[src/rtl/bcd_pkg.sv]
`default_nettype none
// ============================================================================
// Module      : bcd_pkg
// Description : Shared constants, FSM state type and the double-dabble step
//               used by the BCD converter arbiter.
// Revision    : 1.0 - initial release
// ============================================================================
package bcd_pkg;

  localparam int DATA_W_DEF = 20;  // default binary operand width
  localparam int BCD_W      = 24;  // six output BCD digits
  localparam int BCD_ACC_W  = 28;  // seven-digit internal accumulator
  localparam int N_ITER     = 20;  // one iteration per operand bit

  typedef enum logic [1:0] {
    IDLE = 2'd0,
    CONV = 2'd1,
    DONE = 2'd2
  } state_t;

  // One double-dabble iteration: correct every digit >= 5 by +3, then shift
  // the accumulator left by one, bringing in the next operand bit.
  function automatic logic [BCD_ACC_W-1:0] dabble_step(
    input logic [BCD_ACC_W-1:0] acc,
    input logic                 bit_in
  );
    logic [BCD_ACC_W-1:0] adj;
    adj = acc;
    for (int d = 0; d < BCD_ACC_W / 4; d++) begin
      if (adj[d*4 +: 4] >= 4'd5) begin
        adj[d*4 +: 4] = adj[d*4 +: 4] + 4'd3;
      end
    end
    return {adj[BCD_ACC_W-2:0], bit_in};
  endfunction

endpackage
`default_nettype wire

[src/rtl/bcd_iter_core.sv]
`default_nettype none
// ============================================================================
// Module      : bcd_iter_core
// Description : Iterative binary-to-BCD converter (double dabble). A start
//               pulse latches the operand; N_ITER iterations follow, one per
//               clock. During the final iteration 'done' is high and 'bcd'
//               carries the completed result combinationally, so the caller
//               can register it on the same edge that ends the conversion.
// Revision    : 1.0 - initial release
// ============================================================================
module bcd_iter_core #(
  parameter int DATA_W = bcd_pkg::DATA_W_DEF
) (
  input  logic              clk,
  input  logic              rstn,
  input  logic              start,
  input  logic [DATA_W-1:0] operand,
  output logic              done,
  output logic [27:0]       bcd
);
  import bcd_pkg::*;

  localparam int CNT_W = $clog2(N_ITER);

  logic [N_ITER-1:0]    r_shreg;
  logic [BCD_ACC_W-1:0] r_acc;
  logic [CNT_W-1:0]     r_cnt;
  logic                 r_run;
  logic [BCD_ACC_W-1:0] w_acc_nxt;
  logic                 w_last;

  assign w_acc_nxt = dabble_step(r_acc, r_shreg[N_ITER-1]);
  assign w_last    = r_run && (r_cnt == CNT_W'(N_ITER - 1));
  assign done      = w_last;
  assign bcd       = w_acc_nxt;

  // Load on start, then iterate MSB-first until the last step completes.
  always_ff @(posedge clk or negedge rstn) begin
    if (!rstn) begin
      r_shreg <= '0;
      r_acc   <= '0;
      r_cnt   <= '0;
      r_run   <= 1'b0;
    end else if (start) begin
      r_shreg <= N_ITER'(operand);
      r_acc   <= '0;
      r_cnt   <= '0;
      r_run   <= 1'b1;
    end else if (r_run) begin
      r_acc   <= w_acc_nxt;
      r_shreg <= r_shreg << 1;
      r_cnt   <= r_cnt + CNT_W'(1);
      if (w_last) begin
        r_run <= 1'b0;
      end
    end
  end

endmodule
`default_nettype wire

[src/rtl/bcd_conv_arbiter.sv]
`default_nettype none
// ============================================================================
// Module      : bcd_conv_arbiter
// Description : Round-robin arbiter sharing one iterative binary-to-BCD
//               converter among N_REQ requesters. IDLE -> CONV (20 cycles)
//               -> DONE (one-cycle ack) -> IDLE.
//               Optional macro BCD_ARB_SAT_EN: operands above 999999
//               saturate dcm to 0x999999 and raise ovf; otherwise dcm is the
//               low six digits and ovf is tied low.
// Revision    : 1.0 - initial release
// ============================================================================
module bcd_conv_arbiter #(
  parameter int N_REQ  = 4,
  parameter int DATA_W = bcd_pkg::DATA_W_DEF
) (
  input  logic                       clk,
  input  logic                       rstn,
  input  logic [N_REQ-1:0]           req,
  input  logic [N_REQ*DATA_W-1:0]    bny,
  output logic [N_REQ-1:0]           ack,
  output logic [23:0]                dcm,
  output logic                       ovf,
  output logic                       busy,
  output logic [$clog2(N_REQ)-1:0]   grant_id
);
  import bcd_pkg::*;

  localparam int ID_W = $clog2(N_REQ);

  state_t               r_state;
  state_t               w_state_nxt;
  logic [ID_W-1:0]      r_ptr;
  logic [ID_W-1:0]      r_grant;
  logic [ID_W-1:0]      w_win;
  logic [DATA_W-1:0]    w_sel_opnd;
  logic                 w_capture;
  logic                 w_finish;
  logic                 w_core_done;
  logic [BCD_ACC_W-1:0] w_core_bcd;
  logic [BCD_W-1:0]     r_dcm;
  logic [BCD_W-1:0]     w_dcm_nxt;

  // First active requester in the order p, p+1, ..., wrapping.
  function automatic logic [ID_W-1:0] f_rr_pick(
    input logic [N_REQ-1:0] r,
    input logic [ID_W-1:0]  p
  );
    logic [ID_W-1:0] win;
    logic [ID_W-1:0] idx;
    logic            found;
    int              k;
    win   = p;
    found = 1'b0;
    for (int i = 0; i < N_REQ; i++) begin
      k = int'(p) + i;
      if (k >= N_REQ) begin
        k = k - N_REQ;
      end
      idx = ID_W'(k);
      if (!found && r[idx]) begin
        found = 1'b1;
        win   = idx;
      end
    end
    return win;
  endfunction

  // Arbitration winner and its operand slice.
  always_comb begin
    w_win      = f_rr_pick(req, r_ptr);
    w_sel_opnd = '0;
    for (int i = 0; i < N_REQ; i++) begin
      if (w_win == ID_W'(i)) begin
        w_sel_opnd = bny[i*DATA_W +: DATA_W];
      end
    end
  end

  bcd_iter_core #(
    .DATA_W (DATA_W)
  ) u_core (
    .clk     (clk),
    .rstn    (rstn),
    .start   (w_capture),
    .operand (w_sel_opnd),
    .done    (w_core_done),
    .bcd     (w_core_bcd)
  );

  // FSM state register.
  always_ff @(posedge clk or negedge rstn) begin
    if (!rstn) begin
      r_state <= IDLE;
    end else begin
      r_state <= w_state_nxt;
    end
  end

  // FSM next state, capture/finish strobes, busy and ack.
  always_comb begin
    w_state_nxt = r_state;
    w_capture   = 1'b0;
    w_finish    = 1'b0;
    busy        = 1'b0;
    ack         = '0;
    case (r_state)
      IDLE: begin
        if (|req) begin
          w_capture   = 1'b1;
          w_state_nxt = CONV;
        end
      end
      CONV: begin
        busy = 1'b1;
        if (w_core_done) begin
          w_finish    = 1'b1;
          w_state_nxt = DONE;
        end
      end
      DONE: begin
        busy         = 1'b1;
        ack[r_grant] = 1'b1;
        w_state_nxt  = IDLE;
      end
      default: begin
        w_state_nxt = IDLE;
      end
    endcase
  end

  // Grant index and round-robin pointer advance at capture.
  always_ff @(posedge clk or negedge rstn) begin
    if (!rstn) begin
      r_ptr   <= '0;
      r_grant <= '0;
    end else if (w_capture) begin
      r_grant <= w_win;
      r_ptr   <= (w_win == ID_W'(N_REQ - 1)) ? '0 : w_win + ID_W'(1);
    end
  end

`ifdef BCD_ARB_SAT_EN
  logic r_ovf;
  logic w_ovf_nxt;

  assign w_ovf_nxt = |w_core_bcd[BCD_ACC_W-1:BCD_W];
  assign w_dcm_nxt = w_ovf_nxt ? 24'h999999 : w_core_bcd[BCD_W-1:0];
  assign ovf       = r_ovf;

  // Overflow flag is registered alongside the result.
  always_ff @(posedge clk or negedge rstn) begin
    if (!rstn) begin
      r_ovf <= 1'b0;
    end else if (w_finish) begin
      r_ovf <= w_ovf_nxt;
    end
  end
`else
  // Seventh digit is discarded: the result wraps modulo 1000000.
  logic w_unused_hi;

  assign w_unused_hi = ^w_core_bcd[BCD_ACC_W-1:BCD_W];
  assign w_dcm_nxt   = w_core_bcd[BCD_W-1:0];
  assign ovf         = 1'b0;
`endif

  // Result register, updated only when a conversion completes.
  always_ff @(posedge clk or negedge rstn) begin
    if (!rstn) begin
      r_dcm <= '0;
    end else if (w_finish) begin
      r_dcm <= w_dcm_nxt;
    end
  end

  assign dcm      = r_dcm;
  assign grant_id = r_grant;

endmodule
`default_nettype wire
[config.mk]
export PLATFORM = sky130hd
export DESIGN_NAME = bcd_conv_arbiter
export DESIGN_NICKNAME = d
export VERILOG_FILES = /design/src/rtl/bcd_pkg.sv /design/src/rtl/bcd_iter_core.sv /design/src/rtl/bcd_conv_arbiter.sv
export SDC_FILE = /design/constraint.sdc
export NUM_CORES = 1
export LEC_CHECK = 0
export CORE_MARGIN = 2
export CORE_UTILIZATION = 35
export CTS_BUF_LIST = sky130_fd_sc_hd__clkbuf_8
export CTS_CLUSTER_DIAMETER = 150
export CTS_CLUSTER_SIZE = 30
export DETAILED_ROUTE_END_ITERATION = 10
export PLACE_DENSITY = 0.69
export SYNTH_ARGS = -nofsm -noshare
export SYNTH_HDL_FRONTEND = slang
export SYNTH_HIERARCHICAL = 1
export SYNTH_SLANG_ARGS = --single-unit
[constraint.sdc]
create_clock -name clk -period 6.2 [get_ports clk]
set_input_delay 1.24 -clock clk [delete_from_list [all_inputs] [get_ports clk]]
set_output_delay 1.24 -clock clk [all_outputs]
set_load 0.03 [all_outputs]
==> results.sh <==
export IMPL_drive_above_1_share=0.08618
export IMPL_design_area_um2=6351
export IMPL_slew_headroom=0.1578
export IMPL_ioPinCount=118
export IMPL_stdcell_count=795
export IMPL_cts_hold_buffers_added=0
export IMPL_htree_levels=3
export IMPL_die_y_um=122.2
export IMPL_timing_hold_worst_class="reg -> reg"
export IMPL_p_int_uw=1401
export IMPL_globalplace_congestion=0.8347
export IMPL_antenna_found_initial=0
export IMPL_largest_buffer_count_on_any_clock_path=2
export IMPL_drt_pre_antenna_iters=4
export IMPL_hold_path_startpoint="dcm[4]"
export IMPL_die_w_um=122.2
export IMPL_setup_violations=0
export IMPL_max_cap_violations=0
export IMPL_grt_max_degree=81
export IMPL_p_sw_uw=916.0
export IMPL_most_frequent_cells_in_the_layout="115 x clkdlybuf4s50_1, 79 x dfrtp_1, 77 x nand2_1"
export IMPL_tritoncts="yes"
export IMPL_buffers_inserted_during_post_cts_setup_optimization=0
export IMPL_num_fill_cells=1325
export IMPL_timing_worst_slew_pin_value_ns=1.261
export IMPL_start_util=0.3547
export IMPL_logic_gate_share_of_total_power=0.464
export IMPL_crit_path_top_delay_cell="nor2b_1"
export IMPL_critPathBufInv=1
export IMPL_hold_viol=0
export IMPL_yosys_warnings=6
export IMPL_synth_nets=623
export IMPL_achievable_frequency_mhz=223.5
export IMPL_synth_area_um2=4886
export IMPL_synthCells=516
export IMPL_dp_hpwl_um=8040
export IMPL_type_of_the_worst_setup_path="in -> reg"
export IMPL_crit_fanout=22
export IMPL_final_common_cell="clkdlybuf4s50_1"
export IMPL_portBuffers=116
export IMPL_synthToLayoutAreaGrowth_pct=29.99
export IMPL_drt_first_iter_violations=241
export IMPL_clkSlewWorstSetupHoldPaths_ns=0.08
export IMPL_cp_end_kind="flip-flop"
export IMPL_resized_cells_post_cts=0
export IMPL_multi_input_area_um2=2645
export IMPL_routed_wire_per_std_cell_um=14.04
export IMPL_pwr_density_cell_nw_per_um2=364.8
export IMPL_globalRouteOverflowTotal=0
export IMPL_cts_buffers_inserted=9
export IMPL_cts_root_buf="clkbuf_8"
export IMPL_post_place_cells=779
export IMPL_tritoncts_num_sinks=80
export IMPL_power_frac_clock=0.196
export IMPL_swShare=0.3953
export IMPL_critical_path_required_ns=6.48
export IMPL_die_area_um2=14920
export IMPL_grt_pass1_vias=3900
export IMPL_largest_stage_delay_on_the_critical_path_ns=1.07
export IMPL_first_pass_grt_wire_length_um=18420
export IMPL_fin_worst_skew_ns=0.01531
export IMPL_setup_worst_path_start="req[1]"
export IMPL_num_vias=4095
export IMPL_crit_chain="clkdlybuf4s50_1 -> nor3b_2 -> a2111oi_2 -> or2_1 -> ha_1 -> nor2b_1 -> a221oi_1 -> o31ai_1 -> nand2_1 -> o21ai_0"
export IMPL_clock_latency_reported_for_the_late_side_of_the_worst_skew_pair_ns=0.36
export IMPL_route_detailed_drc=0
export IMPL_dpl_worst_slack_ns=1.354
export IMPL_setup_total_negative_slack_ns=0
export IMPL_worst_endpoint_arrival_ns=4.76
export IMPL_final_max_slew_viol_count=0
export IMPL_run_status="finished, final reports clean"
export IMPL_fp_coreArea_um2=13770
export IMPL_rows=43
export IMPL_post_synth_cell_area_avg_um2=9.469
export IMPL_vdd_ir_drop_max_uv=201.1
export IMPL_critical_path_startpoint_type="primary input"
export IMPL_power_leakage_uw=0.002854
export IMPL_sequentialPowerShare=0.340
export IMPL_combined_flip_flop_and_latch_cell_area_um2=2003
export IMPL_antenna_violating_nets_post_route=0
export IMPL_antenna_diode_count=0
export IMPL_final_net_count=717
export IMPL_rsz_0062_raised_after_global_routing="false"
export IMPL_worst_r2r_startpoint="r_ptr[1]"
export IMPL_area_after_dpl_um2=6115
export IMPL_vias_per_cell=5.151
export IMPL_grt_usage=0.1526
export IMPL_final_hold_worst_slack_ns=0.5060
export IMPL_crit_family="simple AND/OR/NAND/NOR gates"
export IMPL_finalWorstPathRequiredPeriod_ns=4.474
export IMPL_layout_worst_path_cycle_share=0.7216
export IMPL_layout_setup_ws_ns=1.726
export IMPL_drt_wl_total_um=11160
per-stage QoR:
| step | total power, uW | util |
|---|---|---|
| floorplan | 1588 | - |
| global placement | 1818 | 0.4440 |
| detailed placement | 1874 | 0.4440 |
| CTS | 2342 | 0.4611 |
| global route | 2519 | 0.4611 |
| finish | 2317 | 0.4611 |
sequential cells by signal (all words and copies together), names as in the netlist:
name            cells
dcm                24
u_core/r_run        1
r_state             2
u_core/r_shreg     20
r_ptr               2
u_core/r_acc       24
u_core/r_cnt        5
grant_id            2
worst register-to-register path, stage by stage, from the launching register on:
cell and delay, ns:
dfrtp_1 0.46, nor3b_2 0.28, a2111oi_2 0.09, or2_1 0.26, ha_1 0.46, nor2b_1 1.08
a221oi_1 0.22, o31ai_1 0.32, nand2_1 0.09, o21ai_0 0.09
area by class of cell:
class                   instances  area share
repair buffers                118      0.1848
clock inverters                 7     0.01773
inverters                      18     0.01064
multi-input cells             383      0.4165
flip-flops and latches         80      0.3154
clock buffers                   9     0.01950
well taps                     180     0.03546
routing by layer:
| layer | track usage | up-vias | wire [um] |
|---|---|---|---|
| li1 | - | 2033 | - |
| met2 | 0.2643 | 141 | 5332 |
| met4 | 0.04598 | 0 | 172 |
| met1 | 0.1882 | 1906 | 4949 |
| met3 | 0.03605 | 15 | 707 |
| met5 | 0 | - | 0 |
final timing paths:
| check | slack [ns] | cells after the start | end |
|---|---|---|---|
| setup / recovery | 1.73 | 10 | u_core/r_shreg[8] |
| hold / removal | 0.51 | 1 | dcm[4] |
| setup reg to reg | 2.76 | 9 | u_core/r_shreg[8] |
| hold reg to reg | 0.51 | 1 | dcm[4] |
| max in group asynchronous | 4.47 | 1 | u_core/r_run |
| min in group asynchronous | 1.05 | 1 | dcm[15] |
power by group through the flow:
stage / Clock, uW / Combinational (uW) / Sequential [uW]
after floorplan: 0 / 810 / 778
after global placement: 0 / 1030 / 787
after detailed placement: 0 / 1080 / 796
after CTS: 475 / 1080 / 787
after global routing: 497 / 1210 / 812
final: 455 / 1070 / 788
Note: power is estimated with default switching activity, not from simulation.
